[src/rtl/bus_demultiplexer.sv]
// bus_demultiplexer: write side of the internal data bus. A legal one-hot write is staged for
// one cycle and then committed into one of ten destination latches with a per-destination load pulse.
// Ports: clk, rst_n (async, active-low), bus_in, write_en, select_0..9, err_clear
//        -> q_0..q_9, load_0..9, last_dest, busy, sel_error
//        (+ err_select when BUS_DEMUX_ERRLOG_EN is defined).
module bus_demultiplexer #(
    parameter int unsigned      WIDTH       = 8,
    parameter logic [WIDTH-1:0] RESET_VALUE = '0
) (
    input  logic             clk,
    input  logic             rst_n,
    input  logic [WIDTH-1:0] bus_in,
    input  logic             write_en,
    input  logic             select_0,
    input  logic             select_1,
    input  logic             select_2,
    input  logic             select_3,
    input  logic             select_4,
    input  logic             select_5,
    input  logic             select_6,
    input  logic             select_7,
    input  logic             select_8,
    input  logic             select_9,
    input  logic             err_clear,
    output logic [WIDTH-1:0] q_0,
    output logic [WIDTH-1:0] q_1,
    output logic [WIDTH-1:0] q_2,
    output logic [WIDTH-1:0] q_3,
    output logic [WIDTH-1:0] q_4,
    output logic [WIDTH-1:0] q_5,
    output logic [WIDTH-1:0] q_6,
    output logic [WIDTH-1:0] q_7,
    output logic [WIDTH-1:0] q_8,
    output logic [WIDTH-1:0] q_9,
    output logic             load_0,
    output logic             load_1,
    output logic             load_2,
    output logic             load_3,
    output logic             load_4,
    output logic             load_5,
    output logic             load_6,
    output logic             load_7,
    output logic             load_8,
    output logic             load_9,
    output logic [3:0]       last_dest,
    output logic             busy,
`ifdef BUS_DEMUX_ERRLOG_EN
    output logic [9:0]       err_select,
`endif
    output logic             sel_error
);

    logic [9:0]       sel;
    logic [3:0]       hot_cnt;
    logic [3:0]       hot_idx;
    logic             wr_ok;
    logic             wr_bad;

    logic             stg_vld_q, stg_vld_d;
    logic [WIDTH-1:0] stg_data_q, stg_data_d;
    logic [3:0]       stg_idx_q, stg_idx_d;
    logic [WIDTH-1:0] mem_q [10];
    logic [9:0]       load_q, load_d;
    logic [3:0]       last_q, last_d;
    logic             err_q, err_d;

    // bit k of sel corresponds to destination k
    assign sel = {select_9, select_8, select_7, select_6, select_5,
                  select_4, select_3, select_2, select_1, select_0};

    always_comb begin
        hot_cnt = '0;
        hot_idx = '0;
        for (int k = 0; k < 10; k++) begin
            if (sel[k]) begin
                hot_cnt = hot_cnt + 4'd1;
                hot_idx = 4'(k);
            end
        end
    end

    assign wr_ok  = write_en && (hot_cnt == 4'd1);
    assign wr_bad = write_en && (hot_cnt != 4'd1);

    always_comb begin
        stg_vld_d  = wr_ok;
        stg_data_d = wr_ok ? bus_in  : stg_data_q;
        stg_idx_d  = wr_ok ? hot_idx : stg_idx_q;
        load_d     = stg_vld_q ? (10'b1 << stg_idx_q) : '0;
        last_d     = stg_vld_q ? stg_idx_q : last_q;
        // an illegal write on the clearing edge keeps the flag set
        err_d      = wr_bad ? 1'b1 : (err_clear ? 1'b0 : err_q);
    end

    always_ff @(posedge clk or negedge rst_n) begin
        if (!rst_n) begin
            stg_vld_q  <= 1'b0;
            stg_data_q <= '0;
            stg_idx_q  <= '0;
            load_q     <= '0;
            last_q     <= '0;
            err_q      <= 1'b0;
            for (int k = 0; k < 10; k++) mem_q[k] <= RESET_VALUE;
        end else begin
            stg_vld_q  <= stg_vld_d;
            stg_data_q <= stg_data_d;
            stg_idx_q  <= stg_idx_d;
            load_q     <= load_d;
            last_q     <= last_d;
            err_q      <= err_d;
            for (int k = 0; k < 10; k++) begin
                if (stg_vld_q && (stg_idx_q == 4'(k))) mem_q[k] <= stg_data_q;
            end
        end
    end

`ifdef BUS_DEMUX_ERRLOG_EN
    logic [9:0] sel_rev;
    logic [9:0] errsel_q, errsel_d;

    // logged pattern is ordered with select_0 in the MSB
    always_comb begin
        sel_rev = '0;
        for (int k = 0; k < 10; k++) sel_rev[9-k] = sel[k];
    end

    always_comb begin
        errsel_d = errsel_q;
        if (wr_bad && (!err_q || err_clear)) errsel_d = sel_rev;
        else if (err_clear && !wr_bad)       errsel_d = '0;
    end

    always_ff @(posedge clk or negedge rst_n) begin
        if (!rst_n) errsel_q <= '0;
        else        errsel_q <= errsel_d;
    end

    assign err_select = errsel_q;
`endif

    assign q_0 = mem_q[0];
    assign q_1 = mem_q[1];
    assign q_2 = mem_q[2];
    assign q_3 = mem_q[3];
    assign q_4 = mem_q[4];
    assign q_5 = mem_q[5];
    assign q_6 = mem_q[6];
    assign q_7 = mem_q[7];
    assign q_8 = mem_q[8];
    assign q_9 = mem_q[9];

    assign {load_9, load_8, load_7, load_6, load_5,
            load_4, load_3, load_2, load_1, load_0} = load_q;

    assign last_dest = last_q;
    assign busy      = stg_vld_q;
    assign sel_error = err_q;

endmodule

[config.mk]
export PLATFORM = sky130hd
export DESIGN_NAME = bus_demultiplexer
export DESIGN_NICKNAME = d
export VERILOG_FILES = /design/src/rtl/bus_demultiplexer.sv
export SDC_FILE = /design/constraint.sdc
export NUM_CORES = 1
export LEC_CHECK = 0
export ABC_AREA = 1
export CAP_MARGIN = 40
export CORE_MARGIN = 2
export CORE_UTILIZATION = 36
export DETAILED_ROUTE_END_ITERATION = 10
export PLACE_DENSITY = 0.64
export RECOVER_POWER = 100
export SYNTH_ARGS = -nofsm -noshare
export SYNTH_HDL_FRONTEND = slang
export SYNTH_SLANG_ARGS = --single-unit
[constraint.sdc]
create_clock -name clk -period 2.8 [get_ports clk]
set_clock_uncertainty 0.1 [all_clocks]
set_input_delay 0.56 -clock clk [delete_from_list [all_inputs] [get_ports clk]]
set_output_delay 0.56 -clock clk [all_outputs]
set_load 0.005 [all_outputs]
==> impl_metrics.ini <==
[finish]
num-fill-cells = 1092
regArea_um2 = 2703
multi_input_area_um2 = 2266
n_antenna_cell = 0
finalNetCount = 832
layout-drive-gt1-share_pct = 33.37
final_cell_mix = buf_4, nand2_1, dfrtp_1, dlygate4sd3_1, o21ai_0
stdcell_count = 982
final_common_cell = buf_4
syn_to_final_growth_pct = 63.36

[floorplan]
die_w_um = 120.5
initial_core_util_pct = 36.88
io_pins = 118
dieHeight_um = 120.5
fp-row-count = 42
die-area_um2 = 14510
coreArea_um2 = 13240

[pwr]
combPwrFrac_pct = 41.3
power_uw = 6182
pwr-share-seq_pct = 37.5
leakagePower_uw = 0.004128
switchingPower_uw = 2152
clkPwrFrac_pct = 21.2
peakVddDrop_mv = 0.3347
netSwitchingFraction_pct = 34.82
p_int_uw = 4030
power.density_nw_per_um2 = 774.9

[critical_path]
start_kind = input port
crit_path_max_fanout = 6
crit_start = select_0
critPathArrivalTime_ns = 5.10
timing.critical_path.buf_inv = 7
cp_slowest_cell = ha_4
required_ns = 2.99
cp_top_family = simple AND/OR/NAND/NOR gates
r2r_start = busy
criticalPathCategory = input port to flop
slowest_delay_ns = 0.27
crit_top_cell = ha_4
end_kind = flop

[status]
outcome = complete, but fails checks
violations = negative setup slack

[yosys]
ys_seq_area_share_pct = 55.34
post-synth-top-area-cell = dfrtp_1
synthTopCellsByArea = dfrtp_1, nand2_1, o21ai_0, inv_1, nand3_1
syn_area_per_cell_um2 = 8.928
synth_seq_cells = 108
synthesis.nets = 578
synth.distinct_cells = 23
yosys_warnings = 0
synth_top_cell_area_share_pct = 55.34
syn_inst = 547
syn_area_um2 = 4883

[detailed_routing]
drt_first_pass_iters = 5
vias_per_cell = 4.840
antenna_left = 0
avgRoutedWirePerCell_um = 15.93
detail_route.iter0.violations = 298
wl_um = 15640
drc_errors = 0
vias = 4753

[sta]
fin_crit_sh_pct = 175.4
final.setup.worst_slack_ns = -2.111
hold_viol_final = 0
max_slew_margin_pct = 17.78
rsz0062_at_grt = yes
setup_viol = 14
finalCriticalPeriod_ns = 4.911
hold_ws_ns = 0.3633
slew_viol_final = 0
fmax_mhz = 203.6
tightest_slew_ns = 1.233

[clock_network]
cts_root_buf = clkbuf_16
htree_levels = 3
cts_tree = yes
cts.sinks = 108
cts.reportedPaths.clkPinSlew_ns = 0.07
clk_path_buf_depth = 2
clk_latency_ns = 0.35
cts_inserted_buffers = 9

[global_routing]
grt_first_pass_wirelength_um = 24370
grt_pass1_vias = 4834
overflow = 0
antenna_found_initial = 0
grt_start_max_net_pins = 53
grt_util_all_layers_pct = 21.73

[worst_hold_path]
holdCritPathClass = input port to asynchronous set/reset pin

[place]
dp_hpwl_um = 9564
port_buffers = 117
place_inst = 878
gp_congestion = 0.8424

[job]
maxCapViolCount = 0
[layer usage]
layer | vias up | global-route usage [%] | share of wire, %
li1 | 2262 | - | -
met1 | 2272 | 26.50 | 40
met2 | 163 | 37.29 | 51
met3 | 56 | 4.292 | 4.6
met4 | 0 | 9.593 | 4.6
met5 | - | 0 | 0
[timing repair]
item                                    in CTS  in global routing
resized for setup                           48                 53
hold buffers                                 0                  0
setup buffers                               90                  8
pin swaps                                   23                 54
endpoints found under the setup margin      14                 14
gates cloned                                 2                  0
[flip-flops by register name, indices dropped and copies added, names as in the netlist, 8 cells and up]
| register | flops |
|---|---|
| q_1 | 8 |
| q_7 | 8 |
| q_6 | 8 |
| q_3 | 8 |
| q_5 | 8 |
| q_2 | 8 |
| load_q | 10 |
| stg_data_q | 8 |
| q_0 | 8 |
| q_8 | 8 |
| q_9 | 8 |
| q_4 | 8 |
[power by group through the flow]
stage | registers, uW | logic, uW | clock network [uW]
final | 2320 | 2550 | 1310
after global routing | 2380 | 2780 | 1380
after CTS | 2330 | 2560 | 1330
after detailed placement | 2350 | 2180 | 0
after global placement | 2340 | 2120 | 0
after floorplan | 2330 | 861 | 0
[kinds of logic (layout without fill, tap and decap cells)]
group / count (synthesis) / after routing / synth area share (%)
DFF: 108 / 108 / 55.34
adders and majority gates: 9 / 9 / 2.306
buffers and inverters: 78 / 336 / 6.457
and+or+nand+nor: 259 / 260 / 26.31
AOI/OAI and AO/OA: 93 / 93 / 9.582
[path summary, 6_finish.rpt]
check	endpoint	slack [ns]	depth (start not counted)
max	stg_idx_q[1]	-2.11	36
min	q_5[7]	0.36	1
max reg2reg	q_6[7]	0.99	5
min reg2reg	q_5[5]	0.38	2
min in group clk	q_5[5]	0.38	2
max in group asynchronous	q_9[5]	0.62	2
[cells in the mapped netlist]
cell      instances
nand2_1         148
dfrtp_1         108
o21ai_0          78
inv_1            58
nor2_1           34
nand3_1          30
a21oi_1          13
nand2_2          12
clkbuf_1         11
nand3_2          11
nand2_4          10
ha_1              9
inv_2             4
nand3_4           4
or2_2             4
buf_6             3
a31oi_1           2
clkinv_1          2
nor2_4            2
and2_1            1
nand3b_2          1
nand4_2           1
nor2_2            1
[final cells by class]
cell class                 count  area share (%)
clock inverter                 6          0.9881
sequential                   108           33.88
clock buffer                  10           2.870
tap                          176           2.760
timing repair buffer         256           27.87
multi-input combinational    362           28.40
inverter                      64           3.231
[stage by stage]
stage | setup TNS (ns) | worst slack (ns) | instance area (um2) | utilization [%]
6_report | -29.08 | -2.111 | 7978 | 60.24
4_1_cts | -28.86 | -2.085 | 7802 | 58.92
5_1_grt | -31.25 | -2.275 | 7978 | 60.24
2_1_floorplan | -32.11 | -2.333 | 4956 | -
3_3_place_gp | -42.45 | -3.056 | 6660 | 50.29
3_5_place_dp | -44.82 | -3.233 | 6660 | 50.29
Note: power is estimated with default switching activity, not from simulation.
==> RTL edit 1, RTL diff (config.mk and constraints unchanged) <==
Put a register stage on the output `q_2`. The value now appears one clock later. The other outputs are not delayed to match.
--- a/src/rtl/bus_demultiplexer.sv
+++ b/src/rtl/bus_demultiplexer.sv
@@ -140,7 +140,9 @@
 
     assign q_0 = mem_q[0];
     assign q_1 = mem_q[1];
-    assign q_2 = mem_q[2];
+    always_ff @(posedge clk) begin
+        q_2 <= mem_q[2];
+    end
     assign q_3 = mem_q[3];
     assign q_4 = mem_q[4];
     assign q_5 = mem_q[5];
Formal check against the unedited RTL: not equivalent (a bounded check fails within 4 cycles, from zero or initial values and one cycle with rst_n low).
==> RTL edit 1 against the original RTL <==
The run still ends with setup timing left. Wire length fell by 9.7%. Global-route usage shrank 3.4 points. Sequential cell count rose by 8. Cell count is 2.4% lower. Total power grew 12%. Area after synthesis rose by 14%. Setup slack improved by 0.044 ns. Maximum frequency is 0.91% higher. Final area is 1.5% lower. Critical path type unchanged. Largest power group is now sequential cells.
==> RTL edit 1: results (changes against the original RTL) <==
Synth area leaders=dfrtp_1 (49%), buf_4 (10%), nand2_1 (9.1%); sequential element share of the synthesized area=51.55% (-3.8 points); number of global-route vias before repair=4571 (-5.4%); clock network power share=29.9% (+8.7 points); Worst Max-Slew Pin Slew=1.253 ns (+0.02009 ns); mean routed wirelength per cell=14.74 microns (-7.5%); critical path fanouts, max=7 (+1); share of cells above drive strength 1=27.40% (-6.0 points); Worst IR Drop VDD=480.8 uV (+44%); post-synth net total=656 (+13%); routed via count=4513 (-5.0%); Post-Synthesis Cells=625 (+14%); worst setup margin=-2.067 ns (+0.04405 ns); Slowest cell on crit path=ha_1; length of routed met2 wiring=7.120 mm (-10%); violated checks=setup timing; largest net degree at the start of global routing=58 (+9.4%); gpl congestion=0.7875 (-6.5%); drt first-iter violations=228 (-23%); Routed Wire Length=14.12 mm (-9.7%); cts bufs inserted=17 (+8); post_cts resized=46 (-4.2%); uppermost layer routed=met4; critical path arrival=5.07 ns (-0.03 ns); Metal-1 WL=6.160 mm (-2.1%); combinational power share=33.7% (-7.6 points); met3 WL=574 microns (-19%); status=complete, but fails checks; gr usage total=18.33% (-3.4 points); Pre-antenna DRT Iters=4 (-1); Compound-Gate Fraction of Synth Area=8.427% (-1.2 points); Comb power=2.33 mW (-8.6%); DP HPWL=9.485 mm (-0.82%); final core occ=51.88% (-8.4 points); asr flop ratio synth=93.10% (-6.9 points); # setup viols final=14 (unchanged); post-place setup slack=-3.191 ns (+0.04230 ns); CP max stage delay=0.30 ns (+0.03 ns); Synth cell types=25 (+8.7%); Inst Count DP=892 (+1.6%); clock slew at reported path FFs=0.05 ns (-0.02 ns); commonest cells in the netlist=nand2_1 (134), dfrtp_1 (108), buf_4 (74), o21ai_0 (62); Final nets=788 (-5.3%); Clk Latency, worst-skew pair=0.41 ns (+0.06 ns); Setup TNS=-28.62 ns (+0.4587 ns); first-pass GRT wire length=23.18 mm (-4.9%); adder-cell share of the synthesized area=2.028% (-0.28 points); Post-CTS Setup Bufs=34 (-62%)
## RTL edit 1: layout make-up
class | count | area share (%)
timing repair buffer | 198 | 22.91
multi-input combinational | 362 | 27.09
inverter | 62 | 3.217
clock buffer | 19 | 5.637
clock inverter | 13 | 1.720
tap | 188 | 2.994
sequential | 116 | 36.43
## RTL edit 1: path summary, 6_finish.rpt
kind | start | to | slack, ns | cells after the start
max in group asynchronous | rst_n | busy | 0.79 | 2
min in group asynchronous | rst_n | q_0[2] | 0.31 | 1
worst min-delay path | mem_q[56] | q_2[0] | 0.27 | 0
worst max register to register | busy | q_9[4] | 0.98 | 5
worst min register to register | mem_q[56] | q_2[0] | 0.27 | 0
worst max-delay path | select_0 | stg_idx_q[1] | -2.07 | 36
## RTL edit 1: layer usage
layer	track usage, %	vias to the layer above
li1	-	2188
met1	22.92	2176
met2	31.29	130
met3	3.798	19
met4	6.787	0
met5	0	-
==> RTL edit 2, RTL diff (same settings) <==
Without the edit above. The parameter `WIDTH` goes from 8 to 12.
--- a/src/rtl/bus_demultiplexer.sv
+++ b/src/rtl/bus_demultiplexer.sv
@@ -4,7 +4,7 @@
 //        -> q_0..q_9, load_0..9, last_dest, busy, sel_error
 //        (+ err_select when BUS_DEMUX_ERRLOG_EN is defined).
 module bus_demultiplexer #(
-    parameter int unsigned      WIDTH       = 8,
+    parameter int unsigned      WIDTH       = 12,
     parameter logic [WIDTH-1:0] RESET_VALUE = '0
 ) (
     input  logic             clk,
Interface: changed (11 resized); port bits go from 118 to 162. The function was not compared with the original's and may differ.
==> RTL edit 2 against the original RTL <==
Maximum frequency increased by 0.27%. Cell count up 19%. Wire length is 22% higher. Critical endpoint is now stg_data_q[4]. Total power rose by 39%. The flow still finishes with violations (setup timing). Area after synthesis up 30%. Final area rose by 22%. Sequential cell count increased by 44. Clock power rose by 95%. Setup slack better by 0.013 ns. Combinational power rose by 12%.
==> RTL edit 2: results (changes against the original RTL) <==
Worst IR Drop VDD=465.4 uV (+39%); Clock-cell share=6.881% (+3.0 points); # setup viols final=18 (+4); Pre-antenna DRT Iters=4 (-1); routed via count=5538 (+17%); CP startpoint=select_1; drt first-iter violations=312 (+4.7%); Max-Slew Margin vs Limit=3.226% (-15 points); Worst Reg-to-Reg Cells=4 (-1); DP HPWL=12.34 mm (+29%); Buffers on Ports=161 (+38%); fillcell total=1535 (+41%); share of cells above drive strength 1=21.22% (-12 points); Synth area leaders=dfrtp_1 (60%), nand2_1 (11%), o21ai_0 (9.0%); crit path capture=stg_data_q[4]; Final nets=960 (+15%); CP max stage delay=0.30 ns (+0.03 ns); NetSw=2.727 mW (+27%); leakage=4.954 nW (+20%); gpl congestion=0.8348 (-0.90%); H-Tree Level Count=4 (+1); number of clock-tree buffers in the layout=19 (+9); gr usage total=21.05% (-0.68 points); cts bufs inserted=17 (+8); total clock sinks=152 (+41%); Compound-Gate Fraction of Synth Area=10.52% (+0.94 points); post-synthesis xor/xnor area fraction=0.1379% (+0.14 points); Slowest cell on crit path=ha_1; FF-to-FF Start=busy; violated checks=setup timing; sequential element share of the synthesized area=59.88% (+4.5 points); largest net degree at the start of global routing=59 (+11%); adder-cell share of the synthesized area=1.773% (-0.53 points); first-pass GRT wire length=29.24 mm (+20%); multi-input logic area=0.002454 sq mm (+8.3%); status=complete, but fails checks; sequential power=3.16 mW (+36%); worst setup margin=-2.098 ns (+0.01335 ns); Multi-In Gates=453 (+25%); combinational power share=33.4% (-7.9 points); Flop pwr share=36.8% (-0.7 points); number of global-route vias before repair=5324 (+10%); Inst Count DP=1092 (+24%); Reg-to-Reg End=q_6[11]; Synth cell types=26 (+13%); ANT cells=2 (+2); antenna violations before repair=1 (+1); synthesized area per cell=9.153 sq um (+2.5%); critical path arrival=5.11 ns (about the same); nonclk buf count=236 (-7.8%); non-clk buf share=23.04% (-4.8 points); Cell Count, Final, Fillers Out=1165 (+19%); Clk Latency, worst-skew pair=0.42 ns (+0.07 ns); R2R Setup Slk=0.84 ns (-0.15 ns); post-place setup slack=-3.244 ns (-0.01099 ns); Inverters, non-clock=65 (+1.6%); Seq. cell area=0.003804 sq mm (+41%); Routed Wire Length=19.07 mm (+22%)
==> RTL edit 2: layer usage <==
metal / part of all wire [%] / global-route usage (%) / wire length (microns)
met2: 48 / 32.83 / 9094
met1: 45 / 28.87 / 8516
met5: 0 / 0 / 0
met4: 2.2 / 8.076 / 421
met3: 5.4 / 4.444 / 1033
==> RTL edit 2: per-stage QoR <==
| stage | area (sq um) | hold WS, ns | utilization, % | TNS, ns |
|---|---|---|---|---|
| 6_report | 9709 | 0.3776 | 56.13 | -37.15 |
| 5_1_grt | 9707 | 0.3953 | 56.12 | -40.34 |
| 4_1_cts | 9682 | 0.02078 | 55.98 | -37.64 |
| 3_5_place_dp | 8519 | 0.3559 | 49.25 | -57.54 |
| 3_3_place_gp | 8519 | 0.3515 | 49.25 | -55.68 |
| 2_1_floorplan | 6420 | 0.1644 | - | -42.12 |
==> RTL edit 2: repair_timing <==
item	4_1_cts	5_1_grt
gates resized for setup	44	29
pin swaps	49	34
setup buffers	41	1
cloned	4	0
setup endpoints to repair	18	18
